--- src/rtl/ic9_env_param_encoder.sv ---
// ic9_env_param_encoder: serial normaliser that turns a 19-bit linear envelope
// increment into the IC9 parameter ROM word (inverted-high mantissa) and shift code.
// The encoder shifts one bit per cycle until the hidden bit reaches sr[18] or
// the shift code reaches 0. The result is then held in DONE until the consumer accepts it.
// Optional feature macro: IC9_ENV_ENC_ROUND_EN. When it is defined, PACK rounds
// to nearest using sr[4]. When it is undefined, bits below sr[5] are truncated
// and out_sat is tied to 0.
module ic9_env_param_encoder (
    input  logic        clk,
    input  logic        rst_n,
    input  logic        in_valid,
    output logic        in_ready,
    input  logic [18:0] in_value,
    output logic        out_valid,
    input  logic        out_ready,
    output logic [12:0] out_rom,
    output logic [3:0]  out_bus,
    output logic        out_uflow,
    output logic        out_sat
);

    localparam int unsigned VAL_W  = 19;
    localparam int unsigned MANT_W = 13;
    localparam int unsigned EXP_W  = 4;
    localparam logic [EXP_W-1:0]  E_MAX    = EXP_W'(11);
    localparam logic [MANT_W-1:0] ROM_ZERO = MANT_W'(13'h1FE0);

    typedef enum logic [1:0] {IDLE, SCAN, PACK, DONE} state_t;

    state_t             state_q, state_d;
    logic [VAL_W-1:0]   sr_q;
    logic [EXP_W-1:0]   e_q;
    logic               in_ready_d, out_valid_d;
    logic [MANT_W-1:0]  pack_m;
    logic [EXP_W-1:0]   pack_e;
    logic               pack_uflow;
    logic [MANT_W-1:0]  pack_rom;
    logic               scan_stop;
`ifdef IC9_ENV_ENC_ROUND_EN
    logic               pack_sat;
`endif

    assign scan_stop = sr_q[VAL_W-1] || (e_q == '0);

    // State register
    always_ff @(posedge clk) begin
        if (!rst_n) state_q <= IDLE;
        else        state_q <= state_d;
    end

    // Next-state logic
    always_comb begin
        state_d = state_q;
        case (state_q)
            IDLE: if (in_valid && in_ready) state_d = SCAN;
            SCAN: if (scan_stop)            state_d = PACK;
            PACK:                           state_d = DONE;
            DONE: if (out_ready)            state_d = IDLE;
            default:                        state_d = IDLE;
        endcase
    end

    // Handshake outputs decoded from the next state, then registered
    always_comb begin
        in_ready_d  = 1'b0;
        out_valid_d = 1'b0;
        if (state_d == IDLE) in_ready_d  = 1'b1;
        if (state_d == DONE) out_valid_d = 1'b1;
    end

    // Mantissa/exponent extraction, underflow and optional round-to-nearest
    always_comb begin
        pack_m     = sr_q[VAL_W-2:5];
        pack_e     = e_q;
        pack_uflow = 1'b0;
`ifdef IC9_ENV_ENC_ROUND_EN
        pack_sat   = 1'b0;
`endif
        if (!sr_q[VAL_W-1]) begin
            pack_m     = '0;
            pack_e     = '0;
            pack_uflow = 1'b1;
        end
`ifdef IC9_ENV_ENC_ROUND_EN
        else if (sr_q[4]) begin
            if (&pack_m) begin
                if (e_q == E_MAX) begin
                    pack_sat = 1'b1;
                end else begin
                    pack_m = '0;
                    pack_e = EXP_W'(e_q + EXP_W'(1));
                end
            end else begin
                pack_m = MANT_W'(pack_m + MANT_W'(1));
            end
        end
`endif
        pack_rom = {~pack_m[MANT_W-1:5], pack_m[4:0]};
    end

    // Datapath: shift register, shift code, handshake flags and result holding
    always_ff @(posedge clk) begin
        if (!rst_n) begin
            sr_q      <= '0;
            e_q       <= '0;
            in_ready  <= 1'b1;
            out_valid <= 1'b0;
            out_rom   <= ROM_ZERO;
            out_bus   <= '0;
            out_uflow <= 1'b0;
        end else begin
            in_ready  <= in_ready_d;
            out_valid <= out_valid_d;
            case (state_q)
                IDLE: begin
                    if (in_valid && in_ready) begin
                        sr_q <= in_value;
                        e_q  <= E_MAX;
                    end
                end
                SCAN: begin
                    if (!scan_stop) begin
                        sr_q <= VAL_W'(sr_q << 1);
                        e_q  <= EXP_W'(e_q - EXP_W'(1));
                    end
                end
                PACK: begin
                    out_rom   <= pack_rom;
                    out_bus   <= pack_e;
                    out_uflow <= pack_uflow;
                end
                default: ;
            endcase
        end
    end

`ifdef IC9_ENV_ENC_ROUND_EN
    // Saturation flag captured alongside the result
    always_ff @(posedge clk) begin
        if (!rst_n)                out_sat <= 1'b0;
        else if (state_q == PACK)  out_sat <= pack_sat;
    end
`else
    assign out_sat = 1'b0;
`endif

endmodule

--- config.mk ---
export PLATFORM = sky130hd
export DESIGN_NAME = ic9_env_param_encoder
export DESIGN_NICKNAME = d
export VERILOG_FILES = /design/src/rtl/ic9_env_param_encoder.sv
export SDC_FILE = /design/constraint.sdc
export NUM_CORES = 1
export LEC_CHECK = 0
export BUFFER_PORTS_ARGS = -buffer_cell sky130_fd_sc_hd__buf_2
export CAP_MARGIN = 20
export CORE_ASPECT_RATIO = 1.75
export CORE_MARGIN = 2
export CORE_UTILIZATION = 50
export CTS_BUF_LIST = sky130_fd_sc_hd__clkbuf_8
export DETAILED_ROUTE_END_ITERATION = 16
export GPL_ROUTABILITY_DRIVEN = 0
export HOLD_SLACK_MARGIN = 0.15
export PLACE_DENSITY = 0.77
export REMOVE_ABC_BUFFERS = 1
export SYNTH_ARGS = -nofsm -noshare
export SYNTH_HDL_FRONTEND = slang
export SYNTH_SLANG_ARGS = --single-unit
--- constraint.sdc ---
create_clock -name clk -period 5.39 [get_ports clk]
set_clock_uncertainty 0.05 [all_clocks]
set_input_delay 0.2695 -clock clk [delete_from_list [all_inputs] [get_ports clk]]
set_output_delay 0.2695 -clock clk [all_outputs]
set_load 0.02 [all_outputs]
======== Word level (Yosys, flattened, before mapping) ========
Cells that the tools add are included.
cells by class
  eq/ne operators ......................... 6
  muxes and demuxes ....................... 15
  reductions and logical operators ........ 7
  $add $sub $neg .......................... 1
  bitwise gates (word level) .............. 1
operators by type and width
  cell                   count
  $mux W19               2
  $pmux W19 S2           1
  $mux W13               1
  $mux W4                3
  $not A8 Y8             1
  $pmux W2 S4            1
  $pmux W4 S2            1
  $eq A2 B2 Y1 const B   3
  $mux W2                3
  $logic_not A2 Y1       2
  $logic_not A4 Y1       1
  $ne A2 B2 Y1 const B   2
  $sub A4 B1 Y4 const B  1
  $mux W1                3
  $reduce_and A3 Y1      1
  $eq A2 B1 Y1 const B   1
  $reduce_bool A2 Y1     1
  $logic_and A1 B1 Y1    1
  $logic_or A1 B1 Y1     1
storage, ports and cells
  output and inout bits ................... 21
  logic and storage cells ................. 38
  register bits after elaboration ......... 45

======== Depth between registers and ports, before layout ========
Gate-level depths: netlist of the first run.
  depth in word-level cells ............... 6
  depth in mapped cells ................... 8

======== Worst setup path before layout of the first run ========
Ideal clock, no wire load.
  path type ............................... register to register
  start ................................... register e_q[0]
  end ..................................... register e_q[0]
  cell stages (with the launch flop) ...... 9
  setup slack ............................. 3.645 ns
  arrival ................................. 1.581 ns
  data required time ...................... 5.225 ns
  cells stage by stage .................... dfxtp_1 -> inv_1 -> ha_1 -> or3b_1 -> buf_2 -> a21o_1 -> buf_6 -> buf_6 -> o21a_1
between the ends
  cells in the longest elaborated chain, start to end .. 4
RTL lines
  item                                                   RTL line  source
  from (decl)                                            32        logic [EXP_W-1:0] e_q;
  from (signal assigned)                                 124       e_q <= EXP_W'(e_q - EXP_W'(1));
  branches (longest 4 deep; another with $sub A4 B1 Y4)  --
Several ways; the timed one is not identified. The select of a mux whose other input is x is not followed.
A chain may end at the register's enable or synchronous reset.

======== Final worst setup path of the first run ========
  start ................................... register e_q[0]
  end ..................................... register sr_q[1]
between the ends
  cells in the longest elaborated chain, start to end .. 4
RTL lines
  item                         RTL line  source
  $logic_not A4 Y1             43        assign scan_stop = sr_q[VAL_W-1] || (e_q == '0);
  $logic_or A1 B1 Y1           43
  $ne A2 B2 Y1 (no line)       --
  $reduce_and A3 Y1 (no line)  --
  to (signal assigned)         117       sr_q <= in_value;
  to (signal assigned)         123       sr_q <= VAL_W'(sr_q << 1);
  to (decl)                    31        logic [VAL_W-1:0] sr_q;
No other way between the ends.

==> results.toml, run 1 <==
[status]
status = "completed"

[clock_network]
cts_root_buffer = "clkbuf_8"
cts.path.max_buffers = 2
postCtsResizedCells = 0
cts_buffers = 5
tritoncts = "built"
path_clk_slew_ns = 0.08
holdBufCountCts = 0
post_cts_buffers = 0
cts_htree_levels = 2
clock_latency_ns = 0.30
clock-sinks = 45

[global_route]
grt_max_degree = 27
grt_use_total = 0.202
antenna_found_initial = 0
grt_pass1_wl_microns = 7110
grt-ovfl-total = 0
grt_pass1_vias = 1609

[sta]
setup_viol = 0
relSlewSlack = 0.316
rsz0062_at_grt = "no"
worstMarginPinSlew_ns = 1.03
timing.final.crit_share = 0.460
fmax_mhz = 403
tns_ns = 0
hold_viol_final = 0
min_period_ns = 2.48
report.final.slew_viol_count = 0
setup_ws_ns = 2.91

[logic_synthesis]
synth_area_leaders = "dfxtp_1, a211oi_1, mux2i_1"
synth_cells = 221
synth_top_area_cell = "dfxtp_1"
ys_types = 36
syn_area_per_cell_sq_um = 9.37
synth-edff-count = 0
ys_ff_latch = 45
async_flop_share = 0
ys.flop_type = "dfxtp_1"
syn_area_sq_um = 2070
ys_seq_area_frac = 0.435
synth-warning-count = 0
synth_top_area_frac = 0.435
yosys-top-cells-count = "dfxtp_1, a211oi_1, mux2i_1"
synth.most_common_cell = "dfxtp_1"

[cells_and_area]
seq_area_sq_um = 901
synthToLayoutAreaGrowth_pct = 12.9
layout.nets = 273
drive_above_1_share = 0.261
antenna_cells = 0
final_util = 0.574
n_fill_cell = 392
multi_input_area_sq_um = 1010

[drt]
antenna_left = 0
wirelength_microns = 4330
drcViolationCount = 0
vias_per_cell = 5.68
first_pass_iters = 4
drtIter0Drc = 25
wl_per_cell_microns = 14.5
vias = 1694

[place]
hpwl_microns = 2880
place_ws_ns = 2.93
io_buffers = 42

[power]
p_leak_nw = 1.01
vdd_drop_max_uv = 425
p_total_mw = 1.34
power_per_cell_area_nw_per_um2 = 571

[floorplanning]
die_w_microns = 52.6
fp-row-count = 31
dieArea_sq_um = 4690
die_h_microns = 89.1
core-area_sq_um = 4070
start_util = 0.508
ioPinCount = 44

[setup_path]
worstSetupPathType = "flip-flop to flip-flop"
worstPathArrival_ns = 2.58
worst-path-max-fanout = 25
critPathRequiredTime_ns = 5.49
endpoint_kind = "flip-flop"
crit_path_start_kind = "flip-flop"

[worst_hold_path]
hold_path_class = "primary input to flip-flop"

[job]
maxCapViolCount = 0
## metrics by stage
stage                     std cells  area [sq um]  hold WS (ns)
final                           298          2340         0.156
after global routing            298          2340         0.163
after CTS                       298          2340         0.154
after detailed placement        290          2250         0.393
after global placement          289          2220         0.390
after floorplan                 196          1940         0.296
## final cells by class
class / instances / share of cell area
flip-flops and latches: 45 / 0.385
multi-input cells: 145 / 0.434
repair buffers: 45 / 0.108
well taps: 49 / 0.0262
clock buffers: 5 / 0.0294
inverters: 6 / 0.00963
clock inverters: 3 / 0.00749
## power by group
part / internal, mW / leakage [nW] / switching, mW / total, mW
Clock: 0.0896 / 0.0439 / 0.117 / 0.207
Combinational: 0.242 / 0.595 / 0.356 / 0.598
Sequential: 0.431 / 0.369 / 0.0988 / 0.530
Total: 0.763 / 1.01 / 0.572 / 1.34
## worst max-delay path, cell delays in order (launching register included)
cell,delay [ns]
dfxtp_1,0.39
inv_1,0.08
ha_1,0.21
or3b_1,0.73
a21o_1,0.70
a211oi_1,0.16
## state kept, by name, summed over array words and instances, names as in the netlist
register / cells
state_q: 2
out_rom: 13
out_bus: 4
sr_q: 19
out_valid: 1
in_ready: 1
out_uflow: 1
e_q: 4
## layout by cell type (no fill, tap or decap)
| cell type | netlist | final |
|---|---|---|
| dfxtp_1 | 45 | 45 |
| buf_2 | 4 | 42 |
| a211oi_1 | 29 | 29 |
| mux2i_1 | 18 | 18 |
| nand2_1 | 15 | 15 |
| a21oi_1 | 12 | 12 |
| o21ai_0 | 10 | 10 |
| nor2_1 | 10 | 10 |
| nand3_1 | 10 | 10 |
| a211oi_2 | 9 | 9 |
| and3_1 | 8 | 8 |
| inv_1 | 5 | 5 |
| clkbuf_8 | 0 | 5 |
| o21a_1 | 3 | 3 |
| a311oi_1 | 2 | 2 |
| a21o_1 | 2 | 2 |
| ha_1 | 2 | 2 |
| clkinv_2 | 0 | 2 |
| buf_4 | 3 | 2 |
| or3b_4 | 1 | 1 |
| nor3b_1 | 1 | 1 |
| or4_1 | 1 | 1 |
| clkinv_1 | 1 | 1 |
| and4bb_2 | 1 | 1 |
| or3b_1 | 1 | 1 |
| nor3b_2 | 1 | 1 |
| a31oi_1 | 1 | 1 |
| nor2b_1 | 1 | 1 |
| nand2b_1 | 1 | 1 |
| or2b_1 | 1 | 1 |
| or3_1 | 1 | 1 |
| nor4_1 | 1 | 1 |
| o31a_1 | 1 | 1 |
| a211o_1 | 1 | 1 |
| conb_1 | 1 | 1 |
| clkinvlp_4 | 0 | 1 |
| buf_16 | 0 | 1 |
## kinds of logic (layout without fill, tap and decap cells)
group | Yosys count | after routing | share of synthesized area
muxes | 18 | 18 | 0.0870
other | 1 | 1 | 0.00181
buffers and inverters | 31 | 59 | 0.0749
adders and majority gates | 2 | 2 | 0.0121
DFF | 45 | 45 | 0.435
and+or+nand+nor | 54 | 54 | 0.138
AOI/OAI and AO/OA | 70 | 70 | 0.251
## worst paths after layout
check,to,slack (ns),startpoint,cells after the start
max reg2reg,sr_q[1],2.91,e_q[0],5
min,sr_q[0],0.16,in_value[0],3
max,sr_q[1],2.91,e_q[0],5
min reg2reg,out_rom[0],0.40,out_rom[0],2
## routing by layer
| layer | vias up | wire length (microns) | GRT usage | part of all wire |
|---|---|---|---|---|
| met4 | 0 | 77 | 0.0862 | 0.018 |
| li1 | 857 | - | - | - |
| met3 | 7 | 126 | 0.0351 | 0.029 |
| met2 | 28 | 2310 | 0.356 | 0.53 |
| met5 | - | 0 | 0 | 0 |
| met1 | 802 | 1810 | 0.234 | 0.42 |
Power figures use the tool's default switching activity.
==> run 2, diff against run 1 <==
--- a/config.mk
+++ b/config.mk
@@ -14,7 +14,7 @@
 export DETAILED_ROUTE_END_ITERATION = 16
 export GPL_ROUTABILITY_DRIVEN = 0
 export HOLD_SLACK_MARGIN = 0.15
-export PLACE_DENSITY = 0.77
+export PLACE_DENSITY = 0.8
 export REMOVE_ABC_BUFFERS = 1
 export SYNTH_ARGS = -nofsm -noshare
 export SYNTH_HDL_FRONTEND = slang
==> constraint.sdc (replaced) <==
create_clock -name clk -period 2.12 [get_ports clk]
set_clock_uncertainty 0.05 [all_clocks]
set_input_delay 0.106 -clock clk [delete_from_list [all_inputs] [get_ports clk]]
set_output_delay 0.106 -clock clk [all_outputs]
set_load 0.02 [all_outputs]
==> run 2 against run 1 <==
  * Non-clock buffer count rose by 23
  * Sequential power rose by 150%
  * Largest cell class unchanged
  * Clock-buffer cell count did not move
==> results.toml, run 2 (synthesized netlist as in run 1, its figures left out) <==
[clock_network]
clock_latency_ns = 0.29
cts.path.max_buffers = 2
tritoncts = "built"
post_cts_buffers = 0
path_clk_slew_ns = 0.08
cts_htree_levels = 2
clock-sinks = 45
cts_root_buffer = "clkbuf_8"
cts_buffers = 5
postCtsResizedCells = 0

[cells_and_area]
largest_register_ffs = 19
reg_top3 = "sr_q (19), out_rom (13)"
antenna_cells = 0
drive_above_1_share = 0.266
regMostFlops = "sr_q"
final_common_cell = "dfxtp_1"
layout.nets = 296
final_cell_mix = "dfxtp_1, buf_2, a211oi_1"
synthToLayoutAreaGrowth_pct = 23.0

[power]
p_leak_nw = 1.11
power_per_cell_area_nw_per_um2 = 1430
vdd_drop_max_uv = 919

[drt]
vias_per_cell = 5.54
first_pass_iters = 4
drcViolationCount = 0
drtIter0Drc = 37
antenna_left = 0
wirelength_microns = 4400
vias = 1773
wl_per_cell_microns = 13.8

[setup_path]
worst-path-max-fanout = 16
worstSetupPathType = "flip-flop to flip-flop"
crit_path_start_kind = "flip-flop"
worstPathArrival_ns = 1.92
endpoint_kind = "flip-flop"
critPathRequiredTime_ns = 2.29

[floorplanning]
dieArea_sq_um = 4690
fp-row-count = 31
die_h_microns = 89.1
start_util = 0.508
ioPinCount = 44
core-area_sq_um = 4070
die_w_microns = 52.6

[sta]
hold_viol_final = 0
report.final.slew_viol_count = 0
whs_ns = 0.149
tns_ns = 0
worstMarginPinSlew_ns = 0.553
fmax_mhz = 570
timing.final.crit_share = 0.827
setup_viol = 0
relSlewSlack = 0.629
rsz0062_at_grt = "no"
min_period_ns = 1.75

[place]
hpwl_microns = 2960
io_buffers = 42

[global_route]
antenna_found_initial = 0
grt_max_degree = 27
grt_pass1_wl_microns = 7120
grt_pass1_vias = 1603
grt_use_total = 0.201
grt-ovfl-total = 0

[worst_hold_path]
hold_path_class = "primary input to flip-flop"

[job]
maxCapViolCount = 0

[status]
status = "completed"
-- run 2: final timing paths --
kind               startpoint         end  slack [ns]  depth (start not counted)
setup / recovery       e_q[0]     sr_q[0]        0.37                          6
hold / removal    in_value[1]     sr_q[1]        0.15                          3
setup reg to reg       e_q[0]     sr_q[0]        0.37                          6
hold reg to reg    out_rom[2]  out_rom[2]        0.40                          2
-- run 2: power by group --
group | switching (mW) | internal [mW]
registers | 0.226 | 1.10
logic | 0.954 | 0.732
clock network | 0.280 | 0.343
-- run 2: worst max-delay path: stages, from the launching register on --
cell,delay [ns]
dfxtp_1,0.35
inv_1,0.09
ha_1,0.15
or3b_1,0.42
buf_4,0.23
a211o_1,0.26
a21oi_1,0.13
-- run 2: layer usage --
layer  wire (microns)  global-route usage
met5                0                   0
met4              172               0.110
met3              167              0.0418
met2             2190               0.328
met1             1870               0.242
-- run 2: through the flow --
step,setup slack [ns],power [mW],area (sq um),util,instances
finish,0.367,3.63,2550,0.625,320
global route,0.224,3.87,2550,0.625,320
CTS,0.360,3.64,2550,0.625,320
detailed placement,0.382,3.00,2290,0.563,298
global placement,0.399,2.96,2290,0.563,298
floorplan,-0.0418,2.47,1940,-,196
-- run 2: what timing repair did --
item                                   4_1_cts  5_1_grt
endpoints found under the hold margin       26        0
setup endpoints to repair                    0        0
hold buffers                                15        0
-- run 2: cell type report --
| cell class | instances | area [sq um] |
|---|---|---|
| fillers | 376 | 1530 |
| multi-input cells | 145 | 1010 |
| flip-flops and latches | 45 | 901 |
| repair buffers | 68 | 443 |
| clock buffers | 5 | 68.8 |
| well taps | 49 | 61.3 |
| clock inverters | 2 | 35.0 |
| inverters | 6 | 22.5 |
